File: src/rtl/nn_ctrl_pkg.sv
// Shared control definitions for the NN datapath sequencers.
// Holds the layer FSM state encoding and default network geometry.
package nn_ctrl_pkg;

   typedef enum logic [2:0] {
      IDLE   = 3'd0,
      CLEAR  = 3'd1,
      STREAM = 3'd2,
      DRAIN  = 3'd3,
      WRITE  = 3'd4,
      DONE   = 3'd5
   } state_t;

   localparam int QUADRANTS_DEF  = 4;
   localparam int NUM_LAYERS_DEF = 3;

endpackage

File: src/rtl/layer_sequencer_if.sv
// Handshake/control bundle between host, memory manager, MAC array,
// writeback and the layer sequencer. slave = sequencer side.
interface layer_sequencer_if #(
   parameter int LAYER_W = 2
);

   logic               start;
   logic               abort;
   logic               stall;
   logic               vector_restarting;
   logic               a_element_ready;
   logic               writeback_ready;
   logic               imm_en;
   logic               imm_clear;
   logic               mac_clear;
   logic               mac_accumulate;
   logic               writeback_valid;
   logic [LAYER_W-1:0] layer_index;
   logic               busy;
   logic               done;
   logic               protocol_error;

   modport master (
      output start, abort, stall,
      output vector_restarting,
      output a_element_ready,
      output writeback_ready,
      input  imm_en, imm_clear,
      input  mac_clear, mac_accumulate,
      input  writeback_valid, layer_index,
      input  busy, done, protocol_error
   );

   modport slave (
      input  start, abort, stall,
      input  vector_restarting,
      input  a_element_ready,
      input  writeback_ready,
      output imm_en, imm_clear,
      output mac_clear, mac_accumulate,
      output writeback_valid, layer_index,
      output busy, done, protocol_error
   );

endinterface

File: src/rtl/sequencer_counter.sv
// Loadable up-counter with terminal-count flag (tc = count==TERMINAL).
// Ports: clock, clear_n, load (sync zero), inc, tc.
module sequencer_counter #(
   parameter int W        = 3,
   parameter int TERMINAL = 3
) (
   input  logic clock,
   input  logic clear_n,
   input  logic load,
   input  logic inc,
   output logic tc
);

   logic [W-1:0] count;

   always_ff @(posedge clock or negedge clear_n) begin
      if (!clear_n) begin
         count <= '0;
      end else if (load) begin
         count <= '0;
      end else if (inc) begin
         count <= count + 1'b1;
      end
   end

   assign tc = (count == W'(TERMINAL));

endmodule

File: src/rtl/layer_sequencer.sv
// Runs the memory-manager/MAC datapath through NUM_LAYERS layers.
// Ports: clock, clear_n (async, active-low), bus (slave modport).
module layer_sequencer
   import nn_ctrl_pkg::*;
#(
   parameter int NUM_LAYERS   = NUM_LAYERS_DEF,
   parameter int QUADRANTS    = QUADRANTS_DEF,
   parameter int DRAIN_CYCLES = 3,
   parameter int LAYER_W      = 2
) (
   input  logic               clock,
   input  logic               clear_n,
   layer_sequencer_if.slave   bus
);

   localparam int QW = $clog2(QUADRANTS) + 1;
   localparam int DW = $clog2(DRAIN_CYCLES) + 1;

   state_t             state_q;
   state_t             state_d;
   logic [LAYER_W-1:0] layer_q;
   logic               err_q;
   logic               quad_tc;
   logic               drain_tc;
   logic               last_layer;
   logic               bad_pulse;

   assign last_layer =
      (layer_q == LAYER_W'(NUM_LAYERS - 1));

   // Counting only happens in STREAM, so stray
   // pulses elsewhere never touch the count.
   sequencer_counter #(
      .W        (QW),
      .TERMINAL (QUADRANTS - 1)
   ) u_quad (
      .clock   (clock),
      .clear_n (clear_n),
      .load    ((state_q == CLEAR) | bus.abort),
      .inc     ((state_q == STREAM) &
                bus.vector_restarting &
                !bus.abort),
      .tc      (quad_tc)
   );

   // Held at zero outside DRAIN so each DRAIN
   // visit starts from a fresh count.
   sequencer_counter #(
      .W        (DW),
      .TERMINAL (DRAIN_CYCLES - 1)
   ) u_drain (
      .clock   (clock),
      .clear_n (clear_n),
      .load    ((state_q != DRAIN) | bus.abort),
      .inc     (state_q == DRAIN),
      .tc      (drain_tc)
   );

   always_ff @(posedge clock or negedge clear_n) begin
      if (!clear_n) begin
         state_q <= IDLE;
      end else begin
         state_q <= state_d;
      end
   end

   always_comb begin
      state_d = state_q;
      if (bus.abort) begin
         state_d = IDLE;
      end else begin
         unique case (state_q)
            IDLE:   if (bus.start) state_d = CLEAR;
            CLEAR:  state_d = STREAM;
            STREAM: begin
               if (bus.vector_restarting && quad_tc)
                  state_d = DRAIN;
            end
            DRAIN:  if (drain_tc) state_d = WRITE;
            WRITE: begin
               if (bus.writeback_ready)
                  state_d = last_layer ? DONE : CLEAR;
            end
            DONE:   state_d = IDLE;
            default: state_d = IDLE;
         endcase
      end
   end

   always_ff @(posedge clock or negedge clear_n) begin
      if (!clear_n) begin
         layer_q <= '0;
      end else if (bus.abort || state_q == DONE) begin
         layer_q <= '0;
      end else if (state_q == WRITE &&
                   bus.writeback_ready &&
                   !last_layer) begin
         layer_q <= layer_q + 1'b1;
      end
   end

   assign bad_pulse =
      (bus.vector_restarting &&
       (state_q == IDLE || state_q == CLEAR ||
        state_q == WRITE)) ||
      (bus.a_element_ready &&
       (state_q == IDLE || state_q == WRITE));

   // A fresh violation in the start cycle wins
   // over the clear; abort freezes the flag.
   always_ff @(posedge clock or negedge clear_n) begin
      if (!clear_n) begin
         err_q <= 1'b0;
      end else if (!bus.abort) begin
         if (bad_pulse) begin
            err_q <= 1'b1;
         end else if (state_q == IDLE && bus.start) begin
            err_q <= 1'b0;
         end
      end
   end

   always_comb begin
      bus.imm_clear       = (state_q == CLEAR);
      bus.mac_clear       = (state_q == CLEAR);
      bus.imm_en          = (state_q == STREAM) &&
                            !bus.stall;
      // DRAIN included: manager elements lag by 2 cycles.
      bus.mac_accumulate  = bus.a_element_ready &&
                            (state_q == STREAM ||
                             state_q == DRAIN);
      bus.writeback_valid = (state_q == WRITE);
      bus.done            = (state_q == DONE);
      bus.busy            = (state_q != IDLE);
      bus.layer_index     = layer_q;
      bus.protocol_error  = err_q;
   end

endmodule

File: src/flat_wrapper.sv
// flat-port wrapper written by rule: the top's interface ports become plain ports
module layer_sequencer_flat import nn_ctrl_pkg::*;
#(
   parameter int NUM_LAYERS   = NUM_LAYERS_DEF,
   parameter int QUADRANTS    = QUADRANTS_DEF,
   parameter int DRAIN_CYCLES = 3,
   parameter int LAYER_W      = 2
)
  (clock, clear_n, bus_start, bus_abort, bus_stall, bus_vector_restarting, bus_a_element_ready, bus_writeback_ready, bus_imm_en, bus_imm_clear, bus_mac_clear, bus_mac_accumulate, bus_writeback_valid, bus_layer_index, bus_busy, bus_done, bus_protocol_error);
  layer_sequencer_if #(.LAYER_W(LAYER_W)) bus_i ();
  input  logic clock;
  input  logic clear_n;
  input wire logic [$bits(bus_i.start)-1:0] bus_start;
  input wire logic [$bits(bus_i.abort)-1:0] bus_abort;
  input wire logic [$bits(bus_i.stall)-1:0] bus_stall;
  input wire logic [$bits(bus_i.vector_restarting)-1:0] bus_vector_restarting;
  input wire logic [$bits(bus_i.a_element_ready)-1:0] bus_a_element_ready;
  input wire logic [$bits(bus_i.writeback_ready)-1:0] bus_writeback_ready;
  output wire logic [$bits(bus_i.imm_en)-1:0] bus_imm_en;
  output wire logic [$bits(bus_i.imm_clear)-1:0] bus_imm_clear;
  output wire logic [$bits(bus_i.mac_clear)-1:0] bus_mac_clear;
  output wire logic [$bits(bus_i.mac_accumulate)-1:0] bus_mac_accumulate;
  output wire logic [$bits(bus_i.writeback_valid)-1:0] bus_writeback_valid;
  output wire logic [$bits(bus_i.layer_index)-1:0] bus_layer_index;
  output wire logic [$bits(bus_i.busy)-1:0] bus_busy;
  output wire logic [$bits(bus_i.done)-1:0] bus_done;
  output wire logic [$bits(bus_i.protocol_error)-1:0] bus_protocol_error;
  assign bus_i.start = bus_start;
  assign bus_i.abort = bus_abort;
  assign bus_i.stall = bus_stall;
  assign bus_i.vector_restarting = bus_vector_restarting;
  assign bus_i.a_element_ready = bus_a_element_ready;
  assign bus_i.writeback_ready = bus_writeback_ready;
  assign bus_imm_en = bus_i.imm_en;
  assign bus_imm_clear = bus_i.imm_clear;
  assign bus_mac_clear = bus_i.mac_clear;
  assign bus_mac_accumulate = bus_i.mac_accumulate;
  assign bus_writeback_valid = bus_i.writeback_valid;
  assign bus_layer_index = bus_i.layer_index;
  assign bus_busy = bus_i.busy;
  assign bus_done = bus_i.done;
  assign bus_protocol_error = bus_i.protocol_error;
  layer_sequencer #(.NUM_LAYERS(NUM_LAYERS), .QUADRANTS(QUADRANTS), .DRAIN_CYCLES(DRAIN_CYCLES), .LAYER_W(LAYER_W)) u_core (.clock(clock), .clear_n(clear_n), .bus(bus_i));
endmodule
File: config.mk
export PLATFORM = sky130hd
export DESIGN_NAME = layer_sequencer_flat
export DESIGN_NICKNAME = d
export VERILOG_FILES = /design/src/rtl/nn_ctrl_pkg.sv /design/src/rtl/layer_sequencer_if.sv /design/src/rtl/sequencer_counter.sv /design/src/rtl/layer_sequencer.sv /design/src/flat_wrapper.sv
export SDC_FILE = /design/constraint.sdc
export NUM_CORES = 1
export LEC_CHECK = 0
export ABC_AREA = 1
export BUFFER_PORTS_ARGS = -buffer_cell sky130_fd_sc_hd__buf_2
export CAP_MARGIN = 20
export CORE_MARGIN = 4
export CORE_UTILIZATION = 42
export CTS_BUF_LIST = sky130_fd_sc_hd__clkbuf_8
export DETAILED_ROUTE_END_ITERATION = 12
export PLACE_DENSITY = 0.66
export SYNTH_ARGS = -nofsm -noshare
export SYNTH_HDL_FRONTEND = slang
export SYNTH_SLANG_ARGS = --single-unit
File: constraint.sdc
create_clock -name clock -period 1.32 [get_ports clock]
set_clock_uncertainty 0.1 [all_clocks]
set_input_delay 0.132 -clock clock [delete_from_list [all_inputs] [get_ports clock]]
set_output_delay 0.132 -clock clock [all_outputs]
set_load 0.1 [all_outputs]
==> metrics.md <==
| Metric | Value |
|---|---|
| Final worst slack | -0.179 ns |
| CTS tree | done |
| Drt wl/cell | 13.0 um |
| Yosys warns | 0 |
| Area growth syn-to-layout | 72.9% |
| Die ar. | 2560 um^2 |
| Filler cells | 126 |
| Via total after detailed routing | 799 |
| Max incr delay on CP | 0.48 ns |
| GR Overflow Total | 0 |
| PwrDens | 2170 nW/um^2 |
| Iter 0 DRT Violations | 15 |
| Seq/Total Area, Yosys | 0.394 |
| FMAX | 667 MHz |
| CP max stage cell | dfrtp_2 |
| WHS | 0.105 ns |
| WP data required | 1.09 ns |
| Mapped Area | 762 um^2 |
| Outcome | finished with violations |
| Syn Nets | 115 |
| Startpoint types | flop |
| CP delay by family, top | flip-flops |
| H-tree Lvls | 1 |
| Inserted Clock Buffers | 3 |
| Die Y | 50.6 um |
| Vias in the first global route | 777 |
| Setup violators final | 12 |
| Clock buffer depth | 2 |
| Gate Count Post-Synth | 102 |
| Setup_tns | -1.35 ns |
| Post-route cell area | 1320 um^2 |
| Synth cell types | 22 |
| Pre-CTS setup slack | -0.0270 ns |
| Worst Setup End Kind | primary output |
| # rows | 15 |
| Final net count | 153 |
| Initial antenna violation count | 0 |
| DP HPWL | 1330 um |
| Most common cell after layout, fill and taps aside | nand2_1 |
| Syn_area_per_cell | 7.47 um^2 |
| Chip width | 50.6 um |
| Final core occ | 0.763 |
| GRT Resource Usage Total | 0.184 |
| Worst skew pair latency | 0.24 ns |
| Fin. max-slew vios | 0 |
| CP Max Fanout | 6 |
| Clk sinks | 12 |
| Vias per inst | 4.87 |
| P_leak | 0.000659 uW |
| Worst Path Class, Setup | reg2out |
| 1st-pass router iterations | 4 |
| Routability-driven placement congestion ratio | 0.814 |
| Starting Density | 0.441 |
| Synth Register Bits | 12 |
| Root buf cell | clkbuf_8 |
| # diodes | 0 |
| Failing checks | negative setup slack |
| Remaining antenna violation count | 0 |
| # IOs | 18 |
| First-pass GRT wire length | 3420 um |
| Residual DRC | 0 |
| Buf/Inv on CP | 2 |
| Core ar. | 1730 um^2 |
| Worst hold path class | in2reg |
| Commonest cells after routing, fill and taps aside | 18 x nand2_1, 12 x inv_1, 12 x buf_4 |
| Clock Pin Slew Worst Setup and Hold Paths | 0.05 ns |
| Hold Fails Final Rpt | 0 |
| Crit-path cells | buf_6 -> nor3_4 -> buf_12 |
| Period utilization | 1.14 |
| # port buffers | 17 |
| Slew margin rel. | 0.677 |
| Worst-Margin Slew | 0.488 ns |
| Share of post-route cells with drive strength above 1 | 0.496 |
| Crit path arrival time | 1.27 ns |
| Post-layout min period | 1.50 ns |
| Worst IR Drop VDD | 0.00122 V |
| Final WL | 2130 um |
| Cell Area, Placed | 1090 um^2 |
| Max_cap viols | 0 |
| Unrepaired setup endpoints after global routing | yes |
| Pin count of the biggest net entering global routing | 13 |
[kinds of logic after synthesis]
logic type | count (synthesis) | synth area share
AO/OA/AOI/OAI | 9 | 0.0706
XOR/XNOR | 2 | 0.0230
adder cells (fa/ha/maj) | 5 | 0.0821
buffers and inverters | 21 | 0.108
flip-flops | 12 | 0.394
AND/OR/NAND/NOR | 53 | 0.322
[area by class of cell]
cell class / instances / area (um^2) / area share
Sequential cell: 12 / 307 / 0.233
Clock buffer: 4 / 55.1 / 0.0418
Timing Repair Buffer: 34 / 374 / 0.284
Multi-Input combinational cell: 69 / 464 / 0.352
Tap cell: 25 / 31.3 / 0.0237
Inverter: 20 / 86.3 / 0.0655
[path summary, 6_finish.rpt]
kind	from	endpoint	slack (ns)	depth (start not counted)
worst max-delay path	u_core.state_q[2]	bus_mac_accumulate	-0.18	3
worst min-delay path	bus_abort	u_core.bus.protocol_error	0.11	3
worst max register to register	u_core.state_q[1]	u_core.bus.layer_index[1]	-0.09	8
worst min register to register	u_core.u_drain.count[0]	u_core.u_drain.count[0]	0.38	1
max in group asynchronous	clear_n	u_core.state_q[1]	0.68	2
min in group asynchronous	clear_n	u_core.u_drain.count[0]	0.21	2
[routing by layer]
layer / GRT usage / wire length, um / up-vias
met1: 0.184 / 791 / 375
met4: 0.121 / 68 / 0
li1: - / - / 392
met3: 0.0386 / 83 / 9
met5: 0 / 0 / -
met2: 0.337 / 1180 / 23
[what timing repair did]
action / CTS / global route
hold buffers: 1 / 0
pin swaps: 6 / 6
setup endpoints to repair: 10 / 14
buffers inserted: 6 / 4
gates resized for setup: 6 / 14
hold endpoints to repair: 12 / 0
[stage by stage]
step	total power, uW	instances
after floorplan	1760	102
after global placement	2190	149
after detailed placement	2220	149
after CTS	2730	160
after global routing	3000	164
final	2860	164
[cell usage after synthesis]
master,number,area share
nor3_1,1,0.0066
clkinv_1,1,0.0049
xor2_1,1,0.011
xnor2_1,1,0.011
ha_1,5,0.082
nand2_2,2,0.016
nand3_1,8,0.053
o31ai_1,1,0.0099
inv_2,6,0.030
nor2_2,2,0.016
nand4_1,2,0.016
a21oi_2,1,0.011
nand3_2,2,0.026
nor2_4,1,0.015
buf_4,1,0.0099
o21ai_1,5,0.033
inv_1,13,0.064
dfrtp_1,12,0.39
nor2_1,14,0.069
nand2_1,21,0.10
o211ai_1,1,0.0099
a21oi_1,1,0.0066
[where the power goes]
part           internal (uW)  leakage, uW  total (uW)  switching [uW]
clock                    264    0.0000288         403             140
sequential               451     0.000153         564             113
combinational            665     0.000477        1900            1230
[registers in the layout, summed over array words and instances, names as in the netlist]
| register | count |
|---|---|
| u_core.state_q | 3 |
| u_core.u_drain.count | 3 |
| u_core.u_quad.count | 3 |
| u_core.bus.layer_index | 2 |
| u_core.bus.protocol_error | 1 |
[worst register-to-register path, cell delays in order (launching register included)]
cell     delay (ns)
dfrtp_2        0.45
inv_4          0.13
nand2_4        0.08
nor2_4         0.15
buf_6          0.14
nand2_4        0.06
inv_2          0.07
nand2_2        0.05
a21oi_2        0.12
(Power assumes the default switching activity.)
